## config.mk

```make
export PLATFORM = sky130hd
export DESIGN_NAME = rw_arbiter
export DESIGN_NICKNAME = d
export VERILOG_FILES = /design/src/rtl/rw_arbiter.sv
export SDC_FILE = /design/constraint.sdc
export NUM_CORES = 1
export LEC_CHECK = 0
export BUFFER_PORTS_ARGS = -buffer_cell sky130_fd_sc_hd__clkbuf_2
export CORE_AREA = 2 2 147 149
export CTS_CLUSTER_SIZE = 8
export DETAILED_ROUTE_END_ITERATION = 6
export DIE_AREA = 0 0 149 151
export PLACE_DENSITY = 0.78
export SETUP_SLACK_MARGIN = 0.1
export SYNTH_ARGS = -nofsm -noshare
export SYNTH_HDL_FRONTEND = slang
export SYNTH_SLANG_ARGS = --single-unit
```

## constraint.sdc

```tcl
create_clock -name clk -period 2 [get_ports clk]
set_clock_uncertainty 0.15 [all_clocks]
set_input_delay 0.4 -clock clk [delete_from_list [all_inputs] [get_ports clk]]
set_output_delay 0.4 -clock clk [all_outputs]
set_load 0.005 [all_outputs]
```

## src/rtl/rw_arbiter.sv

```systemverilog
// Two-requester round-robin front end for a shared R/W FSM. Latches the granted
// request, issues it, re-issues cancelled attempts up to MAX_RETRY times, then acks.
module rw_arbiter #(
   parameter int MAX_RETRY = 3
) (
   input  logic        clk,
   input  logic        rst_L,
   input  logic        req0,
   input  logic        read0,
   input  logic [15:0] addr0,
   input  logic [63:0] wdata0,
   input  logic        req1,
   input  logic        read1,
   input  logic [15:0] addr1,
   input  logic [63:0] wdata1,
   output logic        ack0,
   output logic        err0,
   output logic        ack1,
   output logic        err1,
   output logic [63:0] rdata,
   output logic        rw_tran_ready,
   output logic        rw_read,
   output logic [15:0] rw_addr,
   output logic [63:0] rw_data_down,
   input  logic        rw_done,
   input  logic        rw_cancel,
   input  logic        rw_recv_ready,
   input  logic [63:0] rw_data_up
);

   typedef enum logic [2:0] {
      IDLE  = 3'd0,
      ISSUE = 3'd1,
      BUSY  = 3'd2,
      GAP   = 3'd3,
      RESP  = 3'd4
   } state_t;

   localparam logic [2:0] MAX_R = 3'(MAX_RETRY);

   state_t      r_state;
   state_t      w_state_next;
   logic        r_gnt;
   logic        r_last;
   logic        r_read;
   logic        r_err;
   logic [15:0] r_addr;
   logic [63:0] r_wdata;
   logic [63:0] r_rdata;
   logic [2:0]  r_retry;

   logic        w_any_req;
   logic        w_gnt_sel;
   logic        w_can_retry;
   logic        w_drive;
   logic        w_resp;

   // On a tie the requester not granted last wins; r_last resets to 1 so req0 wins first.
   assign w_any_req   = req0 | req1;
   assign w_gnt_sel   = (req0 & req1) ? ~r_last : req1;
   assign w_can_retry = (r_retry < MAX_R);

   always_ff @(posedge clk or negedge rst_L) begin
      if (!rst_L) begin
         r_state <= IDLE;
      end else begin
         r_state <= w_state_next;
      end
   end

   always_comb begin
      w_state_next  = r_state;
      w_drive       = 1'b0;
      w_resp        = 1'b0;
      rw_tran_ready = 1'b0;
      case (r_state)
         IDLE: begin
            if (w_any_req) begin
               w_state_next = ISSUE;
            end
         end
         ISSUE: begin
            rw_tran_ready = 1'b1;
            w_drive       = 1'b1;
            w_state_next  = BUSY;
         end
         BUSY: begin
            w_drive = 1'b1;
            if (rw_done) begin
               w_state_next = (rw_cancel && w_can_retry) ? GAP : RESP;
            end
         end
         GAP: begin
            w_state_next = ISSUE;
         end
         RESP: begin
            w_resp       = 1'b1;
            w_state_next = IDLE;
         end
         default: begin
            w_state_next = IDLE;
         end
      endcase

      rw_read      = w_drive ? r_read  : 1'b0;
      rw_addr      = w_drive ? r_addr  : 16'd0;
      rw_data_down = w_drive ? r_wdata : 64'd0;
      ack0         = w_resp & ~r_gnt;
      ack1         = w_resp &  r_gnt;
      err0         = w_resp & ~r_gnt & r_err;
      err1         = w_resp &  r_gnt & r_err;
      rdata        = w_resp ? r_rdata : 64'd0;
   end

   always_ff @(posedge clk or negedge rst_L) begin
      if (!rst_L) begin
         r_gnt   <= 1'b0;
         r_last  <= 1'b1;
         r_read  <= 1'b0;
         r_err   <= 1'b0;
         r_addr  <= 16'd0;
         r_wdata <= 64'd0;
         r_rdata <= 64'd0;
         r_retry <= 3'd0;
      end else begin
         case (r_state)
            IDLE: begin
               if (w_any_req) begin
                  r_gnt   <= w_gnt_sel;
                  r_last  <= w_gnt_sel;
                  r_read  <= w_gnt_sel ? read1  : read0;
                  r_addr  <= w_gnt_sel ? addr1  : addr0;
                  r_wdata <= w_gnt_sel ? wdata1 : wdata0;
                  r_rdata <= 64'd0;
                  r_retry <= 3'd0;
                  r_err   <= 1'b0;
               end
            end
            BUSY: begin
               // A cancelled attempt never leaves stale read data behind.
               if (rw_done && rw_cancel) begin
                  r_rdata <= 64'd0;
                  if (w_can_retry) begin
                     r_retry <= r_retry + 3'd1;
                  end else begin
                     r_err <= 1'b1;
                  end
               end else if (rw_recv_ready && r_read) begin
                  r_rdata <= rw_data_up;
               end
            end
            default: begin
            end
         endcase
      end
   end

endmodule

```

Yosys cells after proc, flatten, opt, wreduce, memory -nomap -nowiden:

Cells that the tools add are included.

* logic and storage cells: 67
* input port bits: 233
* output and inout bits: 150
* register bits: 154

* eq/ne operators: 10
* reduce and logical (&&, ||, !) cells: 11
* bitwise logic cells: 8
* add/sub/neg operators: 1
* mux-type cells: 27
* magnitude comparators: 1

Operator list (number)
* $mux W64: 6
* $pmux W64 S2: 1
* $mux W16: 2
* $mux W3: 6
* $pmux W3 S4: 1
* $ne A2 B2 Y1 const B: 5
* $mux W1: 9
* $reduce_and A4 Y1: 2
* $eq A3 B2 Y1 const B: 2
* $pmux W3 S2: 1
* $and A1 B1 Y1: 5
* $reduce_and A2 Y1: 2
* $add A3 B1 Y3 const B: 1
* $eq A3 B1 Y1 const B: 1
* $eq A3 B3 Y1 const B: 1
* $logic_and A1 B1 Y1: 3
* $logic_not A3 Y1: 1
* $lt A3 B2 Y1 const B: 1
* $ne A3 B3 Y1 const B: 1
* $reduce_and A3 Y1: 1
* $not A1 Y1: 2
* $pmux W1 S2: 1
* $reduce_bool A2 Y1: 1
* $reduce_or A2 Y1: 1
* $or A1 B1 Y1: 1

Longest topological paths before layout:

* word-level depth: 5
* depth in mapped cells: 6
* gate-level depth less buffers: 3

Least setup slack after synthesis:

No wires, ideal clock.

* path type: register to register
* start: register r_state[0]
* end: register r_rdata[10]
* arrival time: 1.764 ns
* cell stages (with the launch flop): 6
* data required time: 1.725 ns
* setup time: 0.125 ns
* period minus slack after synthesis: 2.038 ns
* path slack: -0.038 ns
* path buffers: 2
* cell sequence: dfrtp_1 buf_2 or3_1 o22ai_4 buf_6 mux2_2

* word-level cells in the longest chain between the ends: 3
* elaborated cells between the ends (all ways): 7
* classes of those cells: 3 x eq/ne; 1 x mux; 3 x reduce/logical

RTL lines
* start, declared: line 41 `state_t r_state;`
* start signal, assigned: line 67 `r_state <= w_state_next;`
* $eq A3 B2 Y1 / $logic_not A3 Y1 (equally long branches): line 126 `case (r_state)`
* $ne A3 B3 Y1 (no line), or another cell as far along
* $reduce_and A3 Y1 (no line)
* end signal, assigned: line 149 `r_rdata <= rw_data_up;`
* end, declared: line 49 `logic [63:0] r_rdata;`

Parallel ways exist; a longest one is shown, timed or not.
A chain may end at the register's enable or synchronous reset.

Final worst setup path:

* start: register r_state[0]
* end: output port rdata[49]

* word-level cells in the longest chain between the ends: 3

RTL lines
* $eq A3 B3 Y1: line 76 `case (r_state)`
* $mux W1: line 76
* $mux W64: line 112 `rdata = w_resp ? r_rdata : 64'd0;`
* end, declared: line 20 `output logic [63:0] rdata,`

Every way passes these cells.

==> metrics.md <==
| Metric | Value |
|---|---|
| Status | complete, but fails checks |
| Failing checks | negative setup slack |
| Post-synth EDFFs | 0 |
| Final worst slack | -0.382 ns |
| CTS Buf Count | 17 |
| DR pass1 iterations | 4 |
| Die area | 22500 um^2 |
| RSZ-0062 raised after global routing | true |
| DRC | 0 |
| Die Span Y | 151 um |
| Post-Synthesis Cells | between 600 and 700 |
| Startpoint types | flip-flop |
| Worst Tran Pin Value | 0.533 ns |
| Element type at the critical path end | output pin |
| Synth async-reset ratio | 1.00 |
| Final Slew Violations | 0 |
| Grt ovf | 0 |
| Placed cells | 1340 |
| Vias in the first global route | ~7.3k |
| Syn Area/Cell | 12.0 um^2 |
| CTS tree | yes |
| Primary FF master, synth | dfrtp_1 |
| Clock Sinks | between 150 and 200 |
| Routed len/inst | 20.7 um |
| Area growth from synthesis to layout | 62.7% |
| Row count | 53 |
| Core Area | approximately 21000 um^2 |
| Critical path class | flip-flop to output pin |
| CP delay by family, top | buffers and inverters |
| H-tree levels | 4 |
| Largest net degree at the start of global routing | 55 |
| Compound-Gate Fraction of Synth Area | 0.0141 |
| Delay of the slowest critical-path stage | 0.45 ns |
| CP max FO | 12 |
| Main combinational cell family by area after synthesis | multiplexers |
| Synth unique cells | 33 |
| Final setup violation count | 295 |
| Final Critical Period | 2.38 ns |
| Relative slew slack | 0.643 |
| Area share of the largest cell type after synthesis | 0.460 |
| Share of layout cells above drive strength 1 | 0.703 |
| Pre-CTS setup slack | -0.00835 ns |
| Worst Path Buf+Inv | 4 |
| Max Cap Viol | 0 |
| Bufs on Longest Clock Path | 2 |
| Setup TNS | -88.73 ns |
| Detailed-placement wirelength estimate | ~17000 um |
| Root Buffer | clkbuf_16 |
| Hold Crit Class | input pin to flip-flop |
| Area contributors post-synth | dfrtp_1 46%, mux2_2 30%, and3_1 9.9% |
| Slowest cell on crit path | dfrtp_2 |
| #FFs+latches synth | 154 |
| First DRT Iteration DRCs | about 310 |
| Period Utilization, post-route | 1.19 |
| First-pass GRT wire length | 39100 um |
| Cell taking the most area after synthesis | dfrtp_1 |
| Count leader, synth | mux2_2 |
| Vias per cell | roughly 5.2 |
| PD cells | 1720 nW/um^2 |
| GPL Wtd Cong | 0.870 |
| Routed wire length | roughly 30000 um |
| Reg2reg setup slack | -0.35 ns |
| Yosys warns | 0 |
| ANT cells | 0 |
| Register area share after synthesis | 0.463 |
| Post-Syn Nets | 930 |
| Final Hold Fails | 0 |
| GRT Total Usage | 0.226 |
| Non-filler instance count after layout | roughly 1.4k |
| Initial Util | 0.399 |
| I/O Buffers | around 380 |
| Worst Path Arrival | 1.83 ns |
| Top post-synthesis cells by count | 221 x mux2_2, 153 x dfrtp_1, 131 x and3_1, 82 x and2_1, 38 x clkbuf_1 |
| Via count | 7522 |
| Simple-gate share of the synthesized area | 0.172 |
| Mux share of post-synthesis cell area | 0.308 |
| Clock slew at reported path FFs | 0.06 ns |
| Total design power | 0.0232 W |
| Crit-path cells | buf_4 > nor2_4 > buf_12 > clkbuf_16 > and3_1 > clkbuf_2 |
| Worst skew pair latency | 0.42 ns |
| CP required | 1.45 ns |
| VDD IR-drop max | 0.000913 V |
| Adder-Cell Fraction of Synth Area | 0.00150 |
| Die Wd | 149 um |
| Max Freq | 0.420 GHz |
| Initial antenna violation count | 1 |
| Post-Synth XOR/XNOR Area | 0.00105 |
| DRT antenna net count | 0 |
| IO Pins | 383 |
| NumNets Final | 1381 |
| Final core utilization | 0.650 |
| Leakage power | 7.28 nW |
| Syn Std Cell Area | 8320 um^2 |
-- stage by stage --
step / hold slack (ns) / instance area [um^2]
after floorplan: -0.0456 / 8330
after global placement: 0.188 / 10800
after detailed placement: 0.188 / 10800
after CTS: 0.138 / 12200
after global routing: 0.160 / 13500
final: 0.144 / 13500
-- logic make-up (layout without fill, tap and decap cells) --
| group | after synthesis | in the layout |
|---|---|---|
| simple gates | 232 | 232 |
| mux | 228 | 228 |
| flops | 154 | 154 |
| buf+inv | 64 | 528 |
| compound gates | 16 | 16 |
| fa+ha+maj | 1 | 1 |
| xor+xnor | 1 | 1 |
-- final timing paths --
check | from | to | cells after the start
setup / recovery | r_state[0] | rdata[49] | 6
hold / removal | req0 | r_last | 3
setup reg to reg | r_state[0] | r_wdata[48] | 9
hold reg to reg | r_wdata[14] | r_wdata[14] | 1
max in group asynchronous | rst_L | r_last | 3
min in group asynchronous | rst_L | r_rdata[20] | 2
-- area by class of cell --
| cell class | count | area [um^2] |
|---|---|---|
| multi-input combinational | 478 | 4710 |
| sequential | 154 | 3860 |
| clock buffer | 20 | 447 |
| fill | 1488 | 7290 |
| inverter | 2 | 7.51 |
| timing repair buffer | 494 | 4050 |
| tap | 275 | 344 |
| clock inverter | 12 | 114 |
-- worst min-delay path: stages --
cell and delay, ns:
clkbuf_2 0.13, buf_4 0.12, a31oi_1 0.07
-- layer usage --
| metal | vias to the layer above | GRT usage | share of wire |
|---|---|---|---|
| li1 | 3369 | - | - |
| met1 | 3759 | 0.282 | 0.42 |
| met2 | 325 | 0.385 | 0.49 |
| met3 | 67 | 0.0470 | 0.059 |
| met4 | 2 | 0.0867 | 0.028 |
| met5 | - | 0 | 0.00044 |
-- power breakdown --
part / switching (W) / total, W / internal [W] / leakage (nW)
Combinational: 0.00542 / 0.0146 / 0.00920 / 5.07
Clock: 0.00137 / 0.00313 / 0.00176 / 0.264
Sequential: 0.000855 / 0.00547 / 0.00462 / 1.94
Total: 0.00765 / 0.0232 / 0.0156 / 7.28
-- repair_timing --
| item | 4_1_cts | 5_1_grt |
|---|---|---|
| setup buffers | 20 | 17 |
| cloned | 15 | 12 |
| pin swaps | 9 | 49 |
| hold endpoints to repair | 33 | 0 |
| hold buffers | 1 | 0 |
| endpoints found under the setup margin | 291 | 295 |
| gates resized for setup | 50 | 254 |
-- sequential cells by signal, indices dropped and copies added (netlist names) --
| name | count |
|---|---|
| r_wdata | 64 |
| r_read | 1 |
| r_last | 1 |
| r_rdata | 64 |
| r_retry | 3 |
| r_err | 1 |
| r_addr | 16 |
| r_state | 3 |
| r_gnt | 1 |
-- layout by cell type, fill, tap and decap left out, types with 2 or more instances in the layout --
cell type / count
clkbuf_2: 323
dfrtp_1: 150
and3_1: 131
mux2_2: 124
mux2_4: 101
buf_6: 70
and2_4: 51
and2_1: 31
buf_12: 28
buf_4: 27
clkbuf_16: 26
buf_8: 14
buf_16: 12
buf_2: 8
o21ai_0: 4
clkinvlp_4: 4
inv_6: 4
nor2_4: 3
nor2_1: 3
nand2_1: 3
dfrtp_2: 3
nor3b_2: 2
a21oi_1: 2
a31oi_1: 2
inv_1: 2
mux2i_1: 2
nor3_1: 2
clkinv_2: 2
clkbuf_1: 2
bufbuf_16: 2
Power figures use the tool's default switching activity.
